$ cat config.mk
export PLATFORM = sky130hd
export DESIGN_NAME = mer_window_meter_flat
export DESIGN_NICKNAME = d
export VERILOG_FILES = /design/src/rtl/mer_pkg.sv /design/src/rtl/mer_window_meter_if.sv /design/src/rtl/mer_accumulator.sv /design/src/rtl/mer_window_meter.sv /design/src/flat_wrapper.sv
export SDC_FILE = /design/constraint.sdc
export NUM_CORES = 2
export LEC_CHECK = 0
export ABC_AREA = 1
export BUFFER_PORTS_ARGS = -buffer_cell sky130_fd_sc_hd__buf_2
export CAP_MARGIN = 40
export CELL_PAD_IN_SITES_DETAIL_PLACEMENT = 1
export CELL_PAD_IN_SITES_GLOBAL_PLACEMENT = 1
export CORE_MARGIN = 3
export CORE_UTILIZATION = 40
export DETAILED_ROUTE_END_ITERATION = 12
export PLACE_DENSITY = 0.77
export SYNTH_ARGS = -nofsm -noshare
export SYNTH_HDL_FRONTEND = slang
export SYNTH_SLANG_ARGS = --single-unit
$ cat constraint.sdc
create_clock -name i_sys_clk -period 9.4 [get_ports i_sys_clk]
set_input_delay 0 -clock i_sys_clk [delete_from_list [all_inputs] [get_ports i_sys_clk]]
set_output_delay 0 -clock i_sys_clk [all_outputs]
set_load 0.02 [all_outputs]
$ cat src/rtl/mer_pkg.sv
// Shared FSM state type, accumulator width helpers and the 4-ASK power scale for the MER window meter.
package mer_pkg;

   typedef enum logic [1:0] {
      IDLE  = 2'd0,
      ACCUM = 2'd1,
      DIV   = 2'd2,
      PWR   = 2'd3
   } mer_state_e;

   // 4-ASK mean power is 1.25 * ref^2, formed as sq + (sq >> PWR_SCALE_SHIFT)
   localparam int unsigned PWR_SCALE_SHIFT = 2;

   function automatic int unsigned abs_acc_w(input int unsigned data_w, input int unsigned window_log2);
      return data_w - 1 + window_log2;
   endfunction

   function automatic int unsigned sq_acc_w(input int unsigned data_w, input int unsigned window_log2);
      return 2 * data_w + window_log2;
   endfunction

   function automatic int unsigned dc_acc_w(input int unsigned data_w, input int unsigned window_log2);
      return data_w + window_log2;
   endfunction

endpackage

$ cat src/rtl/mer_window_meter_if.sv
// Measurement bus of the MER window meter: symbol-rate inputs, window control and registered results.
interface mer_window_meter_if #(
   parameter int unsigned DATA_W      = 18,
   parameter int unsigned WINDOW_LOG2 = 10
);
   logic                          i_sym_clk_ena;
   logic                          i_start;
   logic                          i_continuous;
   logic signed [DATA_W-1:0]      i_decision_variable;
   logic signed [DATA_W-1:0]      i_error;
   logic                          o_busy;
   logic                          o_result_valid;
   logic signed [DATA_W-1:0]      o_reference_level;
   logic        [2*DATA_W:0]      o_mapper_out_power;
   logic        [2*DATA_W-1:0]    o_avg_sq_error;
   logic signed [DATA_W-1:0]      o_dc_error;
   logic        [WINDOW_LOG2-1:0] o_sample_count;

   modport master (
      output i_sym_clk_ena, i_start, i_continuous, i_decision_variable, i_error,
      input  o_busy, o_result_valid, o_reference_level, o_mapper_out_power,
             o_avg_sq_error, o_dc_error, o_sample_count
   );

   modport slave (
      input  i_sym_clk_ena, i_start, i_continuous, i_decision_variable, i_error,
      output o_busy, o_result_valid, o_reference_level, o_mapper_out_power,
             o_avg_sq_error, o_dc_error, o_sample_count
   );
endinterface

$ cat src/rtl/mer_accumulator.sv
// Clear/enable accumulator; the input is sign- or zero-extended to the accumulator width.
module mer_accumulator #(
   parameter int unsigned IN_W   = 8,
   parameter int unsigned ACC_W  = 16,
   parameter bit          SIGNED = 1'b0
) (
   input  logic             i_clk,
   input  logic             i_reset,
   input  logic             i_clr,
   input  logic             i_en,
   input  logic [IN_W-1:0]  i_din,
   output logic [ACC_W-1:0] o_acc
);
   logic [ACC_W-1:0] w_din_ext;
   logic [ACC_W-1:0] r_acc;

   generate
      if (SIGNED) begin : g_sext
         assign w_din_ext = ACC_W'($signed(i_din));
      end else begin : g_zext
         assign w_din_ext = ACC_W'(i_din);
      end
   endgenerate

   // Clear wins over enable so a restart discards a coincident sample
   always_ff @(posedge i_clk) begin
      if (i_reset) begin
         r_acc <= '0;
      end else if (i_clr) begin
         r_acc <= '0;
      end else if (i_en) begin
         r_acc <= r_acc + w_din_ext;
      end
   end

   assign o_acc = r_acc;
endmodule

$ cat src/rtl/mer_window_meter.sv
// MER measurement engine: windowed mean |dv|, mean error^2, 4-ASK mapper power and optional mean error.
// Define MER_DC_EST_EN to build the DC error accumulator; otherwise dc_error is tied to zero.
module mer_window_meter
   import mer_pkg::*;
#(
   parameter int unsigned DATA_W      = 18,
   parameter int unsigned WINDOW_LOG2 = 10
) (
   input  logic               i_sys_clk,
   input  logic               i_reset,
   mer_window_meter_if.slave  bus
);
   localparam int unsigned ABS_W  = abs_acc_w(DATA_W, WINDOW_LOG2);
   localparam int unsigned SQ_W   = sq_acc_w(DATA_W, WINDOW_LOG2);
   localparam int unsigned PWR_W  = 2 * DATA_W + 1;
   localparam logic signed [DATA_W-1:0] DV_MIN = {1'b1, {(DATA_W-1){1'b0}}};

   mer_state_e r_state, w_next_state;

   logic                          w_acc_clr, w_acc_en, w_div, w_pwr, w_last;
   logic signed [DATA_W-1:0]      w_dv, w_err;
   logic        [DATA_W-2:0]      w_dv_abs;
   logic signed [2*DATA_W-1:0]    w_err_sq_s;
   logic        [2*DATA_W-1:0]    w_err_sq, w_ref_sq;
   logic        [ABS_W-1:0]       w_abs_acc;
   logic        [SQ_W-1:0]        w_sq_acc;

   logic                          r_busy, r_result_valid;
   logic        [WINDOW_LOG2-1:0] r_sample_count;
   logic        [DATA_W-1:0]      r_ref_level;
   logic        [PWR_W-1:0]       r_mapper_pwr;
   logic        [2*DATA_W-1:0]    r_avg_sq_err;

   assign w_dv  = bus.i_decision_variable;
   assign w_err = bus.i_error;
   assign w_last = (r_sample_count == '1);

   // Most negative dv has no positive twin; clamp to full scale
   assign w_dv_abs   = (w_dv == DV_MIN) ? '1
                     : (w_dv[DATA_W-1] ? (DATA_W-1)'(-w_dv) : (DATA_W-1)'(w_dv));
   assign w_err_sq_s = (2*DATA_W)'(w_err) * (2*DATA_W)'(w_err);
   assign w_err_sq   = w_err_sq_s;
   assign w_ref_sq   = (2*DATA_W)'(r_ref_level) * (2*DATA_W)'(r_ref_level);

   always_ff @(posedge i_sys_clk) begin
      if (i_reset) begin
         r_state <= IDLE;
      end else begin
         r_state <= w_next_state;
      end
   end

   always_comb begin
      w_next_state = r_state;
      case (r_state)
         IDLE:    if (bus.i_start) w_next_state = ACCUM;
         ACCUM:   if (!bus.i_start && bus.i_sym_clk_ena && w_last) w_next_state = DIV;
         DIV:     w_next_state = PWR;
         PWR:     w_next_state = bus.i_continuous ? ACCUM : IDLE;
         default: w_next_state = IDLE;
      endcase
   end

   // Datapath controls: clear on every entry into ACCUM, including a restart from ACCUM itself
   always_comb begin
      w_acc_clr = 1'b0;
      w_acc_en  = 1'b0;
      w_div     = 1'b0;
      w_pwr     = 1'b0;
      case (r_state)
         IDLE:    w_acc_clr = bus.i_start;
         ACCUM: begin
            w_acc_clr = bus.i_start;
            w_acc_en  = bus.i_sym_clk_ena && !bus.i_start;
         end
         DIV:     w_div = 1'b1;
         PWR: begin
            w_pwr     = 1'b1;
            w_acc_clr = bus.i_continuous;
         end
         default: ;
      endcase
   end

   mer_accumulator #(.IN_W(DATA_W-1), .ACC_W(ABS_W), .SIGNED(1'b0)) u_abs_acc (
      .i_clk(i_sys_clk), .i_reset(i_reset), .i_clr(w_acc_clr), .i_en(w_acc_en),
      .i_din(w_dv_abs), .o_acc(w_abs_acc)
   );

   mer_accumulator #(.IN_W(2*DATA_W), .ACC_W(SQ_W), .SIGNED(1'b0)) u_sq_acc (
      .i_clk(i_sys_clk), .i_reset(i_reset), .i_clr(w_acc_clr), .i_en(w_acc_en),
      .i_din(w_err_sq), .o_acc(w_sq_acc)
   );

   always_ff @(posedge i_sys_clk) begin
      if (i_reset) begin
         r_busy         <= 1'b0;
         r_result_valid <= 1'b0;
         r_sample_count <= '0;
         r_ref_level    <= '0;
         r_mapper_pwr   <= '0;
         r_avg_sq_err   <= '0;
      end else begin
         r_busy         <= (w_next_state != IDLE);
         r_result_valid <= w_pwr;
         if (w_acc_clr) begin
            r_sample_count <= '0;
         end else if (w_acc_en) begin
            r_sample_count <= r_sample_count + WINDOW_LOG2'(1);
         end
         if (w_div) begin
            r_ref_level  <= DATA_W'(w_abs_acc >> WINDOW_LOG2);
            r_avg_sq_err <= (2*DATA_W)'(w_sq_acc >> WINDOW_LOG2);
         end
         if (w_pwr) begin
            r_mapper_pwr <= PWR_W'(w_ref_sq) + PWR_W'(w_ref_sq >> PWR_SCALE_SHIFT);
         end
      end
   end

`ifdef MER_DC_EST_EN
   localparam int unsigned DC_W = dc_acc_w(DATA_W, WINDOW_LOG2);

   logic signed [DC_W-1:0]   w_dc_acc;
   logic signed [DATA_W-1:0] r_dc_error;

   mer_accumulator #(.IN_W(DATA_W), .ACC_W(DC_W), .SIGNED(1'b1)) u_dc_acc (
      .i_clk(i_sys_clk), .i_reset(i_reset), .i_clr(w_acc_clr), .i_en(w_acc_en),
      .i_din(w_err), .o_acc(w_dc_acc)
   );

   always_ff @(posedge i_sys_clk) begin
      if (i_reset) begin
         r_dc_error <= '0;
      end else if (w_div) begin
         r_dc_error <= DATA_W'(w_dc_acc >>> WINDOW_LOG2);
      end
   end

   assign bus.o_dc_error = r_dc_error;
`else
   assign bus.o_dc_error = '0;
`endif

   assign bus.o_busy             = r_busy;
   assign bus.o_result_valid     = r_result_valid;
   assign bus.o_sample_count     = r_sample_count;
   assign bus.o_reference_level  = r_ref_level;
   assign bus.o_mapper_out_power = r_mapper_pwr;
   assign bus.o_avg_sq_error     = r_avg_sq_err;
endmodule
$ cat src/flat_wrapper.sv
// flat-port wrapper written by rule: the top's interface ports become plain ports
module mer_window_meter_flat import mer_pkg::*;
#(
   parameter int unsigned DATA_W      = 18,
   parameter int unsigned WINDOW_LOG2 = 10
)
  (i_sys_clk, i_reset, bus_i_sym_clk_ena, bus_i_start, bus_i_continuous, bus_i_decision_variable, bus_i_error, bus_o_busy, bus_o_result_valid, bus_o_reference_level, bus_o_mapper_out_power, bus_o_avg_sq_error, bus_o_dc_error, bus_o_sample_count);
  mer_window_meter_if #(.DATA_W(DATA_W), .WINDOW_LOG2(WINDOW_LOG2)) bus_i ();
  input  logic i_sys_clk;
  input  logic i_reset;
  input wire logic [$bits(bus_i.i_sym_clk_ena)-1:0] bus_i_sym_clk_ena;
  input wire logic [$bits(bus_i.i_start)-1:0] bus_i_start;
  input wire logic [$bits(bus_i.i_continuous)-1:0] bus_i_continuous;
  input wire logic [$bits(bus_i.i_decision_variable)-1:0] bus_i_decision_variable;
  input wire logic [$bits(bus_i.i_error)-1:0] bus_i_error;
  output wire logic [$bits(bus_i.o_busy)-1:0] bus_o_busy;
  output wire logic [$bits(bus_i.o_result_valid)-1:0] bus_o_result_valid;
  output wire logic [$bits(bus_i.o_reference_level)-1:0] bus_o_reference_level;
  output wire logic [$bits(bus_i.o_mapper_out_power)-1:0] bus_o_mapper_out_power;
  output wire logic [$bits(bus_i.o_avg_sq_error)-1:0] bus_o_avg_sq_error;
  output wire logic [$bits(bus_i.o_dc_error)-1:0] bus_o_dc_error;
  output wire logic [$bits(bus_i.o_sample_count)-1:0] bus_o_sample_count;
  assign bus_i.i_sym_clk_ena = bus_i_sym_clk_ena;
  assign bus_i.i_start = bus_i_start;
  assign bus_i.i_continuous = bus_i_continuous;
  assign bus_i.i_decision_variable = bus_i_decision_variable;
  assign bus_i.i_error = bus_i_error;
  assign bus_o_busy = bus_i.o_busy;
  assign bus_o_result_valid = bus_i.o_result_valid;
  assign bus_o_reference_level = bus_i.o_reference_level;
  assign bus_o_mapper_out_power = bus_i.o_mapper_out_power;
  assign bus_o_avg_sq_error = bus_i.o_avg_sq_error;
  assign bus_o_dc_error = bus_i.o_dc_error;
  assign bus_o_sample_count = bus_i.o_sample_count;
  mer_window_meter #(.DATA_W(DATA_W), .WINDOW_LOG2(WINDOW_LOG2)) u_core (.i_sys_clk(i_sys_clk), .i_reset(i_reset), .bus(bus_i));
endmodule
== Yosys cells after proc, flatten, opt, wreduce, memory -nomap -nowiden ==
Cells that the tools add are included.
Operators by class
  add/subtract/negate cells: 5
  multiply operators: 2
  equality and inequality tests: 5
  multiplexer cells: 10
  reduce and logical (&&, ||, !) cells: 7
Operators by type and width (count)
  adder 46 x 36 -> 46 bit: 1
  adder 36 x 34 -> 37 bit: 1
  multiplier 18 x 18 -> 36 bit: 1
  multiplier 17 x 17 -> 34 bit: 1
  2-to-1 mux 17 bit: 2
  adder 27 x 17 -> 27 bit: 1
  equality test 18 bit, second input constant: 1
  negator 17 bit: 1
  adder 10 x 1 -> 10 bit, second input constant: 1
  equality test 10 bit, second input constant: 1
  case mux 2 bit (4 select lines): 1
  equality test 2 bit, second input constant: 2
  2-to-1 mux 1 bit: 4
  2-to-1 mux 2 bit: 2
  OR reduction 2 bit: 2
  equality test 2 x 1 -> 1 bit, second input constant: 1
  logical AND 1 bit: 2
  zero test 2 bit: 1
  case mux 1 bit (2 select lines): 1
  nonzero test 2 bit: 1
  zero test 1 bit: 1
Storage, ports and cells
  register bits after elaboration: 177
  input port bits: 41

== Depth between registers and ports, before layout ==
  word-level depth: 6
  gate-level depth with buffers: 40

== Hierarchy ==
Synthesis repeated with hierarchy kept, for this count alone.
Unflattened totals
  cells, all modules: 4561
  area total of the unflattened synthesis: 32937.8 um^2
Modules (own cells, without submodules)
  mer_window_meter: instances 1, cells each 3244, area each 25540.7 um^2, seq. area each 2042.0 um^2
  mer_accumulator (u_core.u_sq_acc): instances 1, cells each 920, area each 5077.4 um^2, seq. area each 920.9 um^2
  mer_accumulator (u_core.u_abs_acc): instances 1, cells each 397, area each 2319.7 um^2, seq. area each 540.5 um^2

== Worst setup path after synthesis ==
Ideal clock, no wire load.
  kind: register -> register
  start: reg u_core.r_ref_level[5] (netlist: u_core.bus.o_reference_level[5])
  end: reg u_core.r_mapper_pwr[33] (netlist: u_core.bus.o_mapper_out_power[33])
  library setup time: 0.117 ns
  data arrival time: 7.172 ns
  slack: 2.111 ns
  cell stages (with the launch flop): 35
  buffers on the path: 2
  clock period less this slack: 7.289 ns
  cells stage by stage: dfxtp_1 > clkbuf_1 > clkbuf_1 > nand2_1 > fa_1 > inv_1 > fa_1 > inv_1 > fa_1 > inv_1 > fa_1 > fa_1 > inv_1 > fa_1 > inv_1 > ha_1 > a21o_1 > a21oi_1 > nand3_1 > a21oi_1 > o21ai_0 > a21oi_1 > xnor2_1 > ha_1 > nand2_1 > nor2_1 > nand2_1 > nor2_1 > nand2_1 > nand3_1 > nand4_1 > nand3_1 > nand2_1 > nor2_1 > nor2_1
On the way
  longest elaborated chain between the ends: 2
Ends and longest elaborated chain
  from (decl): RTL line mer_window_meter.sv:30  | logic [DATA_W-1:0] r_ref_level;
  from (signal assigned): RTL line mer_window_meter.sv:112  | r_ref_level <= DATA_W'(w_abs_acc >> WINDOW_LOG2);
  multiplier 17 x 17 -> 34 bit: RTL line mer_window_meter.sv:43  | assign w_ref_sq = (2*DATA_W)'(r_ref_level) * (2*DATA_W)'(r_ref_level);
  adder 36 x 34 -> 37 bit: RTL line mer_window_meter.sv:116  | r_mapper_pwr <= PWR_W'(w_ref_sq) + PWR_W'(w_ref_sq >> PWR_SCALE_SHIFT);
  to (signal assigned): RTL line mer_window_meter.sv:116
  to (decl): RTL line mer_window_meter.sv:31  | logic [PWR_W-1:0] r_mapper_pwr;
No other way between the ends.
A chain may end at the register's enable or synchronous reset.

== Final worst setup path ==
  start: reg u_core.r_ref_level[10] (netlist: u_core.bus.o_reference_level[10])
  end: reg u_core.r_mapper_pwr[33] (netlist: u_core.bus.o_mapper_out_power[33])
Same word-level chain as after synthesis.

==> impl_metrics.json <==
{
  "run_status": "finished, final reports clean",
  "setup_violations": 0,
  "min_period_over_period": 0.866,
  "cts_sinks": 175,
  "synth_top_cells_by_area": "sky130_fd_sc_hd__fa_1 (31%), sky130_fd_sc_hd__inv_1 (13%), sky130_fd_sc_hd__ha_1 (12%)",
  "grt_first_pass_wirelength_mm": 159,
  "gp_congestion": 0.924,
  "grt_antenna_before_repair": 1,
  "detail_route.drc_violations": 0,
  "synthesis.area_sq_um": 32000,
  "worst_path_largest_cell_delay_ns": 0.94,
  "critical_path_fanout_max": 19,
  "synth_area_per_cell_sq_um": 7.43,
  "hpwl_mm": 81.5,
  "max-slew-margin-rel": 0.373,
  "synth_seq_cells": 175,
  "nFillCells": 10100,
  "holdBufCountCts": 4,
  "grt_setup_unrepaired": "no",
  "floorplan.die.height_um": 289,
  "coreArea_sq_um": 79100,
  "drive_gt1_frac": 0.0569,
  "final_instance_area_sq_um": 34400,
  "place_area_sq_um": 33700,
  "port-buffer-count": 140,
  "h_tree_level_count": 4,
  "avgRoutedWirePerCell_um": 17.8,
  "crit_buf_inv": 5,
  "hold_removal_path_class": "in2reg",
  "ctsRootBufferMaster": "sky130_fd_sc_hd__clkbuf_16",
  "nets": 5197,
  "clkLatencyLatePin_ns": 0.47,
  "synth_edf_count": 0,
  "yosysSeqAreaShare": 0.110,
  "drt_iter0_markers": 1113,
  "ctsLongestPathBuffers": 2,
  "worst_setup_path_category": "reg2reg",
  "n_antenna_cell": 0,
  "netlist-cell-type-count": 52,
  "timing_max_transition_violations_final": 0,
  "end_kind": "flop",
  "worst_slew_pin_tran_ns": 0.939,
  "dieArea_sq_um": 83400,
  "max_clock_freq_mhz": 123,
  "critPathArrivalTime_ns": 8.50,
  "area_occupied_by_multi_input_gates_sq_um": 23800,
  "netlist_instances": 4302,
  "ys_dominant_reg_cell": "sky130_fd_sc_hd__dfxtp_1",
  "cts_setup_buffers": 0,
  "ctsResizeCount": 0,
  "clock_buffer_count_from_cts": 17,
  "synth_top_cell_area_share": 0.309,
  "areaGrowthSynthToFinish_pct": 7.50,
  "vias_in_the_first_global_route": 29900,
  "globalRoute.totalOverflow": 0,
  "worst_path_dominant_cell_family": "adder cells",
  "floorplan.die.width_um": 289,
  "route.antenna.remaining_nets": 0,
  "dr_total_vias": 27200,
  "floorplan.rows": 103,
  "top_level_ports": 162,
  "wl_mm": 96.8,
  "netlist.top_cell.by_area": "sky130_fd_sc_hd__fa_1",
  "finalHoldViolCount": 0,
  "max_cap_violations": 0,
  "yosysWarnings": 0,
  "worstSetupStartpointType": "flop",
  "timing.critical_path.slowest_stage_cell": "sky130_fd_sc_hd__dfxtp_1",
  "fin_setup_tns_ns": 0,
  "drtPass1Iterations": 5,
  "final-seq-area_sq_um": 3500,
  "worst_ep_required_ns": 9.76,
  "groute.usage.overall": 0.239,
  "initial_utilization": 0.404,
  "grt_max_degree": 71,
  "tritoncts_clock_tree": "yes",
  "worst_setup_hold_path_clk_slew_ns": 0.08,
  "finClkSkew_ns": 0.0145,
  "period_minus_slack_ns": 8.14,
  "postSynth.asyncResetShare": 0,
  "vias_per_cell": 5.00
}
cells in the final DEF (no fill, tap or decap), types with 3 or more instances in the layout:
| master | instances |
|---|---|
| sky130_fd_sc_hd__nand3_1 | 129 |
| sky130_fd_sc_hd__a21oi_1 | 223 |
| sky130_fd_sc_hd__nor3_2 | 4 |
| sky130_fd_sc_hd__conb_1 | 22 |
| sky130_fd_sc_hd__or2_2 | 17 |
| sky130_fd_sc_hd__o21a_1 | 6 |
| sky130_fd_sc_hd__nor2_1 | 366 |
| sky130_fd_sc_hd__o211ai_1 | 24 |
| sky130_fd_sc_hd__buf_2 | 140 |
| sky130_fd_sc_hd__nand3b_1 | 3 |
| sky130_fd_sc_hd__buf_4 | 20 |
| sky130_fd_sc_hd__o21ai_1 | 12 |
| sky130_fd_sc_hd__nor3_1 | 36 |
| sky130_fd_sc_hd__and3_1 | 3 |
| sky130_fd_sc_hd__ha_1 | 300 |
| sky130_fd_sc_hd__clkbuf_16 | 17 |
| sky130_fd_sc_hd__inv_1 | 1096 |
| sky130_fd_sc_hd__a31o_2 | 4 |
| sky130_fd_sc_hd__dfxtp_1 | 175 |
| sky130_fd_sc_hd__nand2_2 | 4 |
| sky130_fd_sc_hd__xnor2_1 | 52 |
| sky130_fd_sc_hd__a21boi_0 | 4 |
| sky130_fd_sc_hd__xor2_1 | 79 |
| sky130_fd_sc_hd__a21oi_2 | 4 |
| sky130_fd_sc_hd__fa_1 | 493 |
| sky130_fd_sc_hd__inv_8 | 6 |
| sky130_fd_sc_hd__bufinv_16 | 3 |
| sky130_fd_sc_hd__o21bai_1 | 40 |
| sky130_fd_sc_hd__o21ai_0 | 216 |
| sky130_fd_sc_hd__dlygate4sd3_1 | 4 |
| sky130_fd_sc_hd__a211oi_1 | 4 |
| sky130_fd_sc_hd__a21o_1 | 30 |
| sky130_fd_sc_hd__inv_2 | 5 |
| sky130_fd_sc_hd__nand2_1 | 747 |
| sky130_fd_sc_hd__nor4_1 | 3 |
| sky130_fd_sc_hd__nand4_1 | 26 |
| sky130_fd_sc_hd__a31oi_1 | 22 |
layout make-up:
| type | instances | area share |
|---|---|---|
| multi-input cells | 2900 | 0.692 |
| inverters | 1101 | 0.120 |
| flip-flops and latches | 175 | 0.102 |
| well taps | 1050 | 0.0382 |
| repair buffers | 168 | 0.0285 |
| clock buffers | 18 | 0.0128 |
| clock inverters | 14 | 0.00626 |
per-layer routing:
metal | routed length, um | global-route usage
met3 | 3890 | 0.0320
met5 | 0 | 0
met4 | 2210 | 0.0582
met1 | 44600 | 0.323
met2 | 46100 | 0.407
cells in the mapped netlist, types with 3 or more instances:
library cell               count
sky130_fd_sc_hd__nand4_1      26
sky130_fd_sc_hd__nand3b_1      3
sky130_fd_sc_hd__o21a_1        6
sky130_fd_sc_hd__nor2_1      367
sky130_fd_sc_hd__a211oi_1      4
sky130_fd_sc_hd__a31oi_1      22
sky130_fd_sc_hd__or2_2        17
sky130_fd_sc_hd__nand2_1     747
sky130_fd_sc_hd__inv_2         3
sky130_fd_sc_hd__o211ai_1     24
sky130_fd_sc_hd__nand2_2       4
sky130_fd_sc_hd__o21ai_0     216
sky130_fd_sc_hd__a21oi_2       4
sky130_fd_sc_hd__xor2_1       79
sky130_fd_sc_hd__xnor2_1      52
sky130_fd_sc_hd__nor3_2        5
sky130_fd_sc_hd__buf_1        15
sky130_fd_sc_hd__buf_2         9
sky130_fd_sc_hd__clkbuf_1    102
sky130_fd_sc_hd__and3_1        3
sky130_fd_sc_hd__a21boi_0      4
sky130_fd_sc_hd__nand3_1     129
sky130_fd_sc_hd__fa_1        493
sky130_fd_sc_hd__buf_4        21
sky130_fd_sc_hd__a21o_1       30
sky130_fd_sc_hd__o21ai_1      12
sky130_fd_sc_hd__nor3_1       36
sky130_fd_sc_hd__dfxtp_1     175
sky130_fd_sc_hd__a21oi_1     223
sky130_fd_sc_hd__inv_1      1098
sky130_fd_sc_hd__ha_1        300
sky130_fd_sc_hd__nor4_1        3
sky130_fd_sc_hd__o21bai_1     40
sky130_fd_sc_hd__a31o_2        4
logic make-up after synthesis:
| family | synth area share |
|---|---|
| buffers and inverters | 0.149 |
| flip-flops | 0.110 |
| AO/OA/AOI/OAI | 0.107 |
| adder cells (fa/ha/maj) | 0.426 |
| multiplexers | 0.000352 |
| XOR/XNOR | 0.0359 |
| other | 0.000117 |
| AND/OR/NAND/NOR | 0.171 |
registers in the layout (all words and copies together), names as in the netlist:
name	cells
u_core.bus.o_result_valid	1
u_core.bus.o_sample_count	10
u_core.u_abs_acc.o_acc	27
u_core.r_state	2
u_core.u_sq_acc.o_acc	46
u_core.bus.o_mapper_out_power	35
u_core.bus.o_busy	1
u_core.bus.o_avg_sq_error	36
u_core.bus.o_reference_level	17
worst register-to-register path: cells and delay by family (launching register included):
kind                     cells  cell delay, ns
AO/OA/AOI/OAI                3            0.60
buffers and inverters        5            0.28
flip-flops                   1            0.94
adder cells (fa/ha/maj)      8            3.97
XOR/XNOR                     1            0.19
AND/OR/NAND/NOR             16            2.05
path summary, 6_finish.rpt:
path                                                                     from                                              to  slack, ns  cells past startpoint
worst max-delay path            u_core.bus.o_reference_level[10]$_SDFFE_PP0P_  u_core.bus.o_mapper_out_power[33]$_SDFFE_PP0P_       1.26                     33
worst min-delay path                               bus_i_decision_variable[0]          u_core.u_abs_acc.o_acc[0]$_SDFFE_PP0P_       0.05                      6
worst max register to register  u_core.bus.o_reference_level[10]$_SDFFE_PP0P_  u_core.bus.o_mapper_out_power[33]$_SDFFE_PP0P_       1.26                     33
worst min register to register         u_core.u_abs_acc.o_acc[0]$_SDFFE_PP0P_          u_core.u_abs_acc.o_acc[0]$_SDFFE_PP0P_       0.47                      2
stage by stage:
stage / instances / utilization / worst slack (ns) / hold WS [ns]
2_1_floorplan: 4323 / - / 2.11 / 0.160
3_3_place_gp: 5386 / 0.425 / 1.47 / 0.420
3_5_place_dp: 5390 / 0.426 / 1.30 / 0.417
4_1_cts: 5426 / 0.434 / 1.28 / 0.0448
5_1_grt: 5426 / 0.434 / 0.735 / 0.0947
6_report: 5426 / 0.434 / 1.26 / 0.0494
Power is not shown: default switching activity piles up to over one toggle a cycle in this logic, so the estimate is an artifact.
